## src/rtl/ibex_pkg.sv

```systemverilog
// ibex_pkg: PMC operation and multi-outstanding access-unit state types.
package ibex_pkg;
  typedef enum logic [1:0] {
    PMC_IDLE = 2'd0,
    PMC_REQ  = 2'd1,
    PMC_WFP  = 2'd2
  } pmc_op_e;

  typedef enum logic [1:0] {
    IDLE = 2'd0,
    BUSY = 2'd1,
    WFP  = 2'd2
  } pmc_mo_state_e;
endpackage

```

## src/rtl/ibex_pmu_tag_fifo.sv

```systemverilog
// ibex_pmu_tag_fifo: in-order 1-bit tag FIFO (write flag per outstanding request).
module ibex_pmu_tag_fifo #(
  parameter  int unsigned Depth = 2,
  localparam int unsigned PW    = Depth > 1 ? $clog2(Depth) : 1,
  localparam int unsigned CW    = $clog2(Depth + 1)
) (
  input  logic          clk_i,
  input  logic          rst_ni,
  input  logic          i_push,
  input  logic          i_pop,
  input  logic          i_data,
  output logic          o_data,
  output logic          o_empty,
  output logic          o_full,
  output logic [CW-1:0] o_cnt
);
  logic [Depth-1:0] r_mem;
  logic [PW-1:0]    r_wptr, r_rptr;
  logic [CW-1:0]    r_cnt;

  function automatic logic [PW-1:0] nxt(input logic [PW-1:0] p);
    return p == PW'(Depth - 1) ? '0 : p + 1'b1;
  endfunction

  always_ff @(posedge clk_i or negedge rst_ni) begin
    if (!rst_ni) begin
      r_mem  <= '0;
      r_wptr <= '0;
      r_rptr <= '0;
      r_cnt  <= '0;
    end else begin
      if (i_push) r_mem[r_wptr] <= i_data;
      if (i_push) r_wptr <= nxt(r_wptr);
      if (i_pop) r_rptr <= nxt(r_rptr);
      r_cnt <= r_cnt + CW'(i_push) - CW'(i_pop);
    end
  end

  assign o_data  = r_mem[r_rptr];
  assign o_empty = r_cnt == '0;
  assign o_full  = r_cnt == CW'(Depth);
  assign o_cnt   = r_cnt;
endmodule

```

## src/rtl/ibex_pmu_counter_mo.sv

```systemverilog
// ibex_pmu_counter_mo: multi-outstanding PMC access unit with in-order responses
// and wait-for-pulse with programmable timeout.
module ibex_pmu_counter_mo
  import ibex_pkg::*;
#(
  parameter int unsigned AddrWidth      = 32,
  parameter int unsigned DataWidth      = 32,
  parameter int unsigned MaxOutstanding = 2,
  parameter int unsigned TimeoutWidth   = 16
) (
  input  logic                    clk_i,
  input  logic                    rst_ni,
  input  logic                    pmc_req_i,
  input  pmc_op_e                 pmc_op_i,
  input  logic                    pmc_we_i,
  input  logic [AddrWidth-1:0]    pmc_addr_i,
  input  logic [DataWidth-1:0]    pmc_wdata_i,
  output logic                    pmc_ready_o,
  output logic                    pmc_resp_valid_o,
  output logic                    pmc_rdata_valid_o,
  output logic [DataWidth-1:0]    pmc_rdata_o,
  output logic                    pmc_err_o,
  output logic                    pmc_timeout_o,
  input  logic [TimeoutWidth-1:0] wfp_timeout_i,
  output pmc_op_e                 counter_op_o,
  input  logic                    counter_gnt_i,
  output logic [AddrWidth-1:0]    counter_addr_o,
  output logic                    counter_we_o,
  output logic [DataWidth-1:0]    counter_wdata_o,
  input  logic                    counter_rvalid_i,
  input  logic [DataWidth-1:0]    counter_rdata_i,
  input  logic                    counter_err_i
);
  localparam int unsigned CW = $clog2(MaxOutstanding + 1);

  pmc_mo_state_e         r_state, w_state_nxt;
  logic [TimeoutWidth-1:0] r_timer;
  logic          w_in_wfp, w_retire, w_pulse, w_tmo, w_allow, w_acc, w_push, w_wfp_acc;
  logic          w_last, w_resp, w_tag, w_empty, w_full;
  logic [CW-1:0] w_cnt;

  ibex_pmu_tag_fifo #(.Depth(MaxOutstanding)) u_tag_fifo (
    .clk_i  (clk_i),
    .rst_ni (rst_ni),
    .i_push (w_push),
    .i_pop  (w_retire),
    .i_data (pmc_we_i),
    .o_data (w_tag),
    .o_empty(w_empty),
    .o_full (w_full),
    .o_cnt  (w_cnt)
  );

  assign w_in_wfp  = r_state == WFP;
  assign w_retire  = counter_rvalid_i && !w_in_wfp && !w_empty;
  assign w_pulse   = counter_rvalid_i && w_in_wfp;
  // A pulse arriving in the timeout cycle takes precedence over the timeout.
  assign w_tmo     = w_in_wfp && !counter_rvalid_i && wfp_timeout_i != '0 && r_timer == wfp_timeout_i;
  assign w_allow   = !w_in_wfp && (pmc_op_i == PMC_WFP ? r_state == IDLE : (!w_full || w_retire));
  assign pmc_ready_o = counter_gnt_i && w_allow;
  assign w_acc     = pmc_req_i && pmc_ready_o;
  assign w_push    = w_acc && pmc_op_i == PMC_REQ;
  assign w_wfp_acc = w_acc && pmc_op_i == PMC_WFP;
  assign w_last    = w_retire && !w_push && w_cnt == CW'(1);

  always_comb begin
    w_state_nxt  = r_state;
    w_state_nxt  = w_in_wfp ? ((counter_rvalid_i || w_tmo) ? IDLE : WFP) :
                   w_wfp_acc ? WFP : w_push ? BUSY : w_last ? IDLE : r_state;
    counter_op_o = PMC_IDLE;
    counter_op_o = w_in_wfp ? ((counter_rvalid_i || w_tmo) ? PMC_IDLE : PMC_WFP) :
                   (pmc_req_i && w_allow) ? pmc_op_i : PMC_IDLE;
  end

  // Timer holds k in the k-th cycle after WFP accept.
  always_ff @(posedge clk_i or negedge rst_ni) begin
    if (!rst_ni) begin
      r_state <= IDLE;
      r_timer <= '0;
    end else begin
      r_state <= w_state_nxt;
      r_timer <= w_wfp_acc ? TimeoutWidth'(1) :
                 (w_in_wfp && !counter_rvalid_i && !w_tmo) ? r_timer + 1'b1 : '0;
    end
  end

  assign w_resp            = w_retire || w_pulse;
  assign pmc_resp_valid_o  = w_resp || w_tmo;
  assign pmc_rdata_valid_o = w_resp && !counter_err_i && (w_pulse || !w_tag);
  assign pmc_rdata_o       = w_resp ? counter_rdata_i : '0;
  assign pmc_err_o         = w_resp && counter_err_i;
  assign pmc_timeout_o     = w_tmo;
  assign counter_addr_o    = pmc_addr_i;
  assign counter_we_o      = pmc_we_i;
  assign counter_wdata_o   = pmc_wdata_i;
endmodule

```

## config.mk

```make
export PLATFORM = sky130hd
export DESIGN_NAME = ibex_pmu_counter_mo
export DESIGN_NICKNAME = d
export VERILOG_FILES = /design/src/rtl/ibex_pkg.sv /design/src/rtl/ibex_pmu_tag_fifo.sv /design/src/rtl/ibex_pmu_counter_mo.sv
export SDC_FILE = /design/constraint.sdc
export NUM_CORES = 1
export LEC_CHECK = 0
export BUFFER_PORTS_ARGS = -buffer_cell sky130_fd_sc_hd__buf_2
export CAP_MARGIN = 0
export CORE_AREA = 2 2 88 90
export CTS_CLUSTER_SIZE = 24
export DETAILED_ROUTE_END_ITERATION = 8
export DIE_AREA = 0 0 90 92
export PLACE_DENSITY = 0.73
export SYNTH_ARGS = -nofsm -noshare
export SYNTH_HDL_FRONTEND = slang
export SYNTH_HIERARCHICAL = 1
export SYNTH_SLANG_ARGS = --single-unit
```

## constraint.sdc

```tcl
create_clock -name clk_i -period 1.7 [get_ports clk_i]
set_input_delay 0.17 -clock clk_i [delete_from_list [all_inputs] [get_ports clk_i]]
set_output_delay 0.17 -clock clk_i [all_outputs]
set_load 0.05 [all_outputs]
```

==> results.ini <==
[route]
via_count = 1931
via_per_inst = 4.37
wl_per_cell_microns = 15.6
dr.first_iter.drc_count = 49
wl_mm = 6.89
antenna_left = 0
drtPass1Iterations = 4
drc = 0

[hold_path]
holdCritStartpoint = pmc_we_i
holdPathEnd = u_tag_fifo/r_mem[1]$_DFFE_PN0P_
min_path_cells = 2
hp-class = input pin to flop

[synth]
synth_cells = 257
synthArstFlopShare = 1.00
synth.largest_area_cell = dfrtp_1
synth_seq_cells = 24
synth_edf_count = 0
syn_area_sq_um = 2210
synth_warnings = 6
synth_cell_types = 36
synth_top_cells_by_area = dfrtp_1 27%, buf_4 22%, and2_1 9.4%, xor2_1 7.9%, xnor2_1 5.6%
synth_most_common_cell = buf_4
ys.flop_type = dfrtp_1
ys_seq_area_frac = 0.272
synth_common_cells = 65 x buf_4, 33 x and2_1, 24 x dfrtp_1, 24 x nor2_1, 20 x xor2_1
syn_nets = 381
avgSynthCellArea_sq_um = 8.59
yosysTopAreaCellShare = 0.272

[placement]
io_buffer_count = 96
place_hpwl_mm = 4.70
gp_congestion = 0.880

[worst_setup_path]
slowest_delay_ns = 0.40
r2r-end = r_timer[0]$_DFF_PN0_
cp_max_fo = 2
critPathArrivalTime_ns = 1.96
crit-reg2reg-launch = r_timer[13]$_DFF_PN0_
crit_required_ns = 1.53
cp_common_cell = buf_4
path_class = flop to primary output
endpoint_kind = primary output
ff2ff_setup_slack_ns = -0.12
cpMaxStageDelayCell = dfrtp_1
r2r_cells = 7
crit_path_cell_trace = xor2_1 -> nor4_1 -> buf_4 -> nand4_1 -> buf_4 -> nor2_4 -> or2_4 -> buf_8
critPathLaunchType = flop

[floorplan]
fp.dieW_microns = 90
dieArea_sq_um = 8280
ios = 225
start_util = 0.296
core_sq_um = 7450
placement_rows = 32
die_h_microns = 92

[clock_network]
cts_tree = built
clkLatencyLatePin_ns = 0.27
cts_root_buffer = clkbuf_8
h-tree-depth = 1
clock-sinks = 24
cts_buffers = 3
clk_pin_slew_ns = 0.09
cts_max_path_buffers = 2

[global_route]
grt_pass1_wl_mm = 10.7
grt_overflow = 0
first_global_vias = 2131
globalRouteTotalUtil = 0.159
met2_usage = 0.251
antenna_found_initial = 0
busiest_layer = met2
met1_usage = 0.205
use_met3 = 0.0600
grt_max_degree = 25

[pwr]
total_power_w = 0.00402
power.leakage_nw = 1.65
powerDensity_nw_per_um2 = 1150
ir_drop_v = 0.000813

[finish]
syn_to_final_growth_pct = 57.9
num-nets-final = 465
insertedDiodeCount = 0
drive_gt1_frac = 0.629

[sta]
finalHoldViolCount = 0
fin_crit_ns = 2.13
slew_headroom = 0.577
rsz0062_at_grt = true
setup_viol = 56
fmax_mhz = 469
report.final.slew_viol_count = 0
worst_slew_pin_slew_ns = 0.634
setup-tns-final_ns = -8.11
finalCritPeriodShare = 1.26
setup_slack_ns = -0.434
clock_skew_ns = 0.00433

[status]
violations = setup timing
status = finished with violations

[job]
cap_violations = 0

==> cell type report <==
cell class	count	area, sq um
multi-input cells	155	1280
repair buffers	150	1370
fillers	738	3960
clock inverters	1	30.0
well taps	102	128
inverters	7	36.3
flip-flops and latches	24	601
clock buffers	3	41.3
==> metal layers <==
| metal | wire (microns) | vias up |
|---|---|---|
| li1 | - | 934 |
| met1 | 2820 | 884 |
| met2 | 3250 | 83 |
| met3 | 628 | 30 |
| met4 | 191 | 0 |
| met5 | 0 | - |
==> kinds of logic (layout without fill, tap and decap cells) <==
logic type	Yosys count	in the layout	synth area share
adder cells (fa/ha/maj)	3	3	0.0170
AND/OR/NAND/NOR	104	104	0.270
AO/OA/AOI/OAI	11	11	0.0368
flip-flops	24	24	0.272
buffers and inverters	78	161	0.251
XOR/XNOR	34	34	0.135
multiplexers	3	3	0.0187
==> worst max-delay path by stage <==
| stage | startpoint | cells past startpoint | end | slack, ns |
|---|---|---|---|---|
| after floorplan | r_state[0]$_DFFE_PN0P_ | 5 | pmc_resp_valid_o | -0.14 |
| after global routing | r_timer[15]$_DFF_PN0_ | 8 | pmc_resp_valid_o | -0.56 |
| after detailed placement | r_timer[15]$_DFF_PN0_ | 7 | r_timer[0]$_DFF_PN0_ | -0.22 |
| after CTS | r_timer[13]$_DFF_PN0_ | 8 | pmc_resp_valid_o | -0.44 |
| after global placement | u_tag_fifo/o_cnt[1]$_DFF_PN0_ | 6 | counter_op_o[1] | -0.20 |
| final | r_timer[13]$_DFF_PN0_ | 8 | pmc_resp_valid_o | -0.43 |
==> power breakdown <==
part / internal, W / total, W / switching (W)
Sequential: 0.000668 / 0.000747 / 0.0000790
Clock: 0.000315 / 0.000509 / 0.000194
Combinational: 0.00137 / 0.00276 / 0.00139
==> placed cells by master (no fill, tap or decap), types with 5 or more instances in the layout <==
cell	netlist	routed
buf_8	0	36
and2_4	0	32
nor4_1	8	8
nand4_1	8	8
xnor2_1	14	13
xor2_1	20	20
dfrtp_1	24	24
nor2_1	24	18
buf_6	2	14
nand2_1	10	7
nor2_4	0	5
buf_2	0	57
buf_4	65	38
==> flip-flops by register name, indices dropped and copies added (netlist names) <==
name,count
u_tag_fifo/r_wptr,1
u_tag_fifo/r_mem,2
r_timer,16
u_tag_fifo/o_cnt,2
r_state,2
u_tag_fifo/r_rptr,1
==> worst max-delay path: cells and delay by family, from the launching register on <==
kind                   cells  cell delay, ns
flip-flops                 1            0.40
AND/OR/NAND/NOR            4            0.66
XOR/XNOR                   1            0.14
buffers and inverters      3            0.49
==> what timing repair did <==
item                                    in CTS  in global routing
gates resized for setup                    178                 19
endpoints found under the hold margin       24                  0
pin swaps                                   29                 29
endpoints found under the setup margin      59                 59
setup buffers                               12                 10
hold buffers                                 1                  0
cloned                                       3                  0
==> stage by stage <==
step / worst slack, ns / utilization / hold slack, ns / area [sq um] / cells
after detailed placement: -0.217 / 0.353 / 0.192 / 2630 / 418
after global routing: -0.555 / 0.468 / 0.144 / 3490 / 442
final: -0.434 / 0.468 / 0.156 / 3490 / 442
after CTS: -0.438 / 0.460 / 0.148 / 3420 / 437
after global placement: -0.195 / 0.353 / 0.179 / 2630 / 418
after floorplan: -0.138 / - / -0.126 / 2280 / 257
No activity file was read; power rests on OpenSTA's default activity.
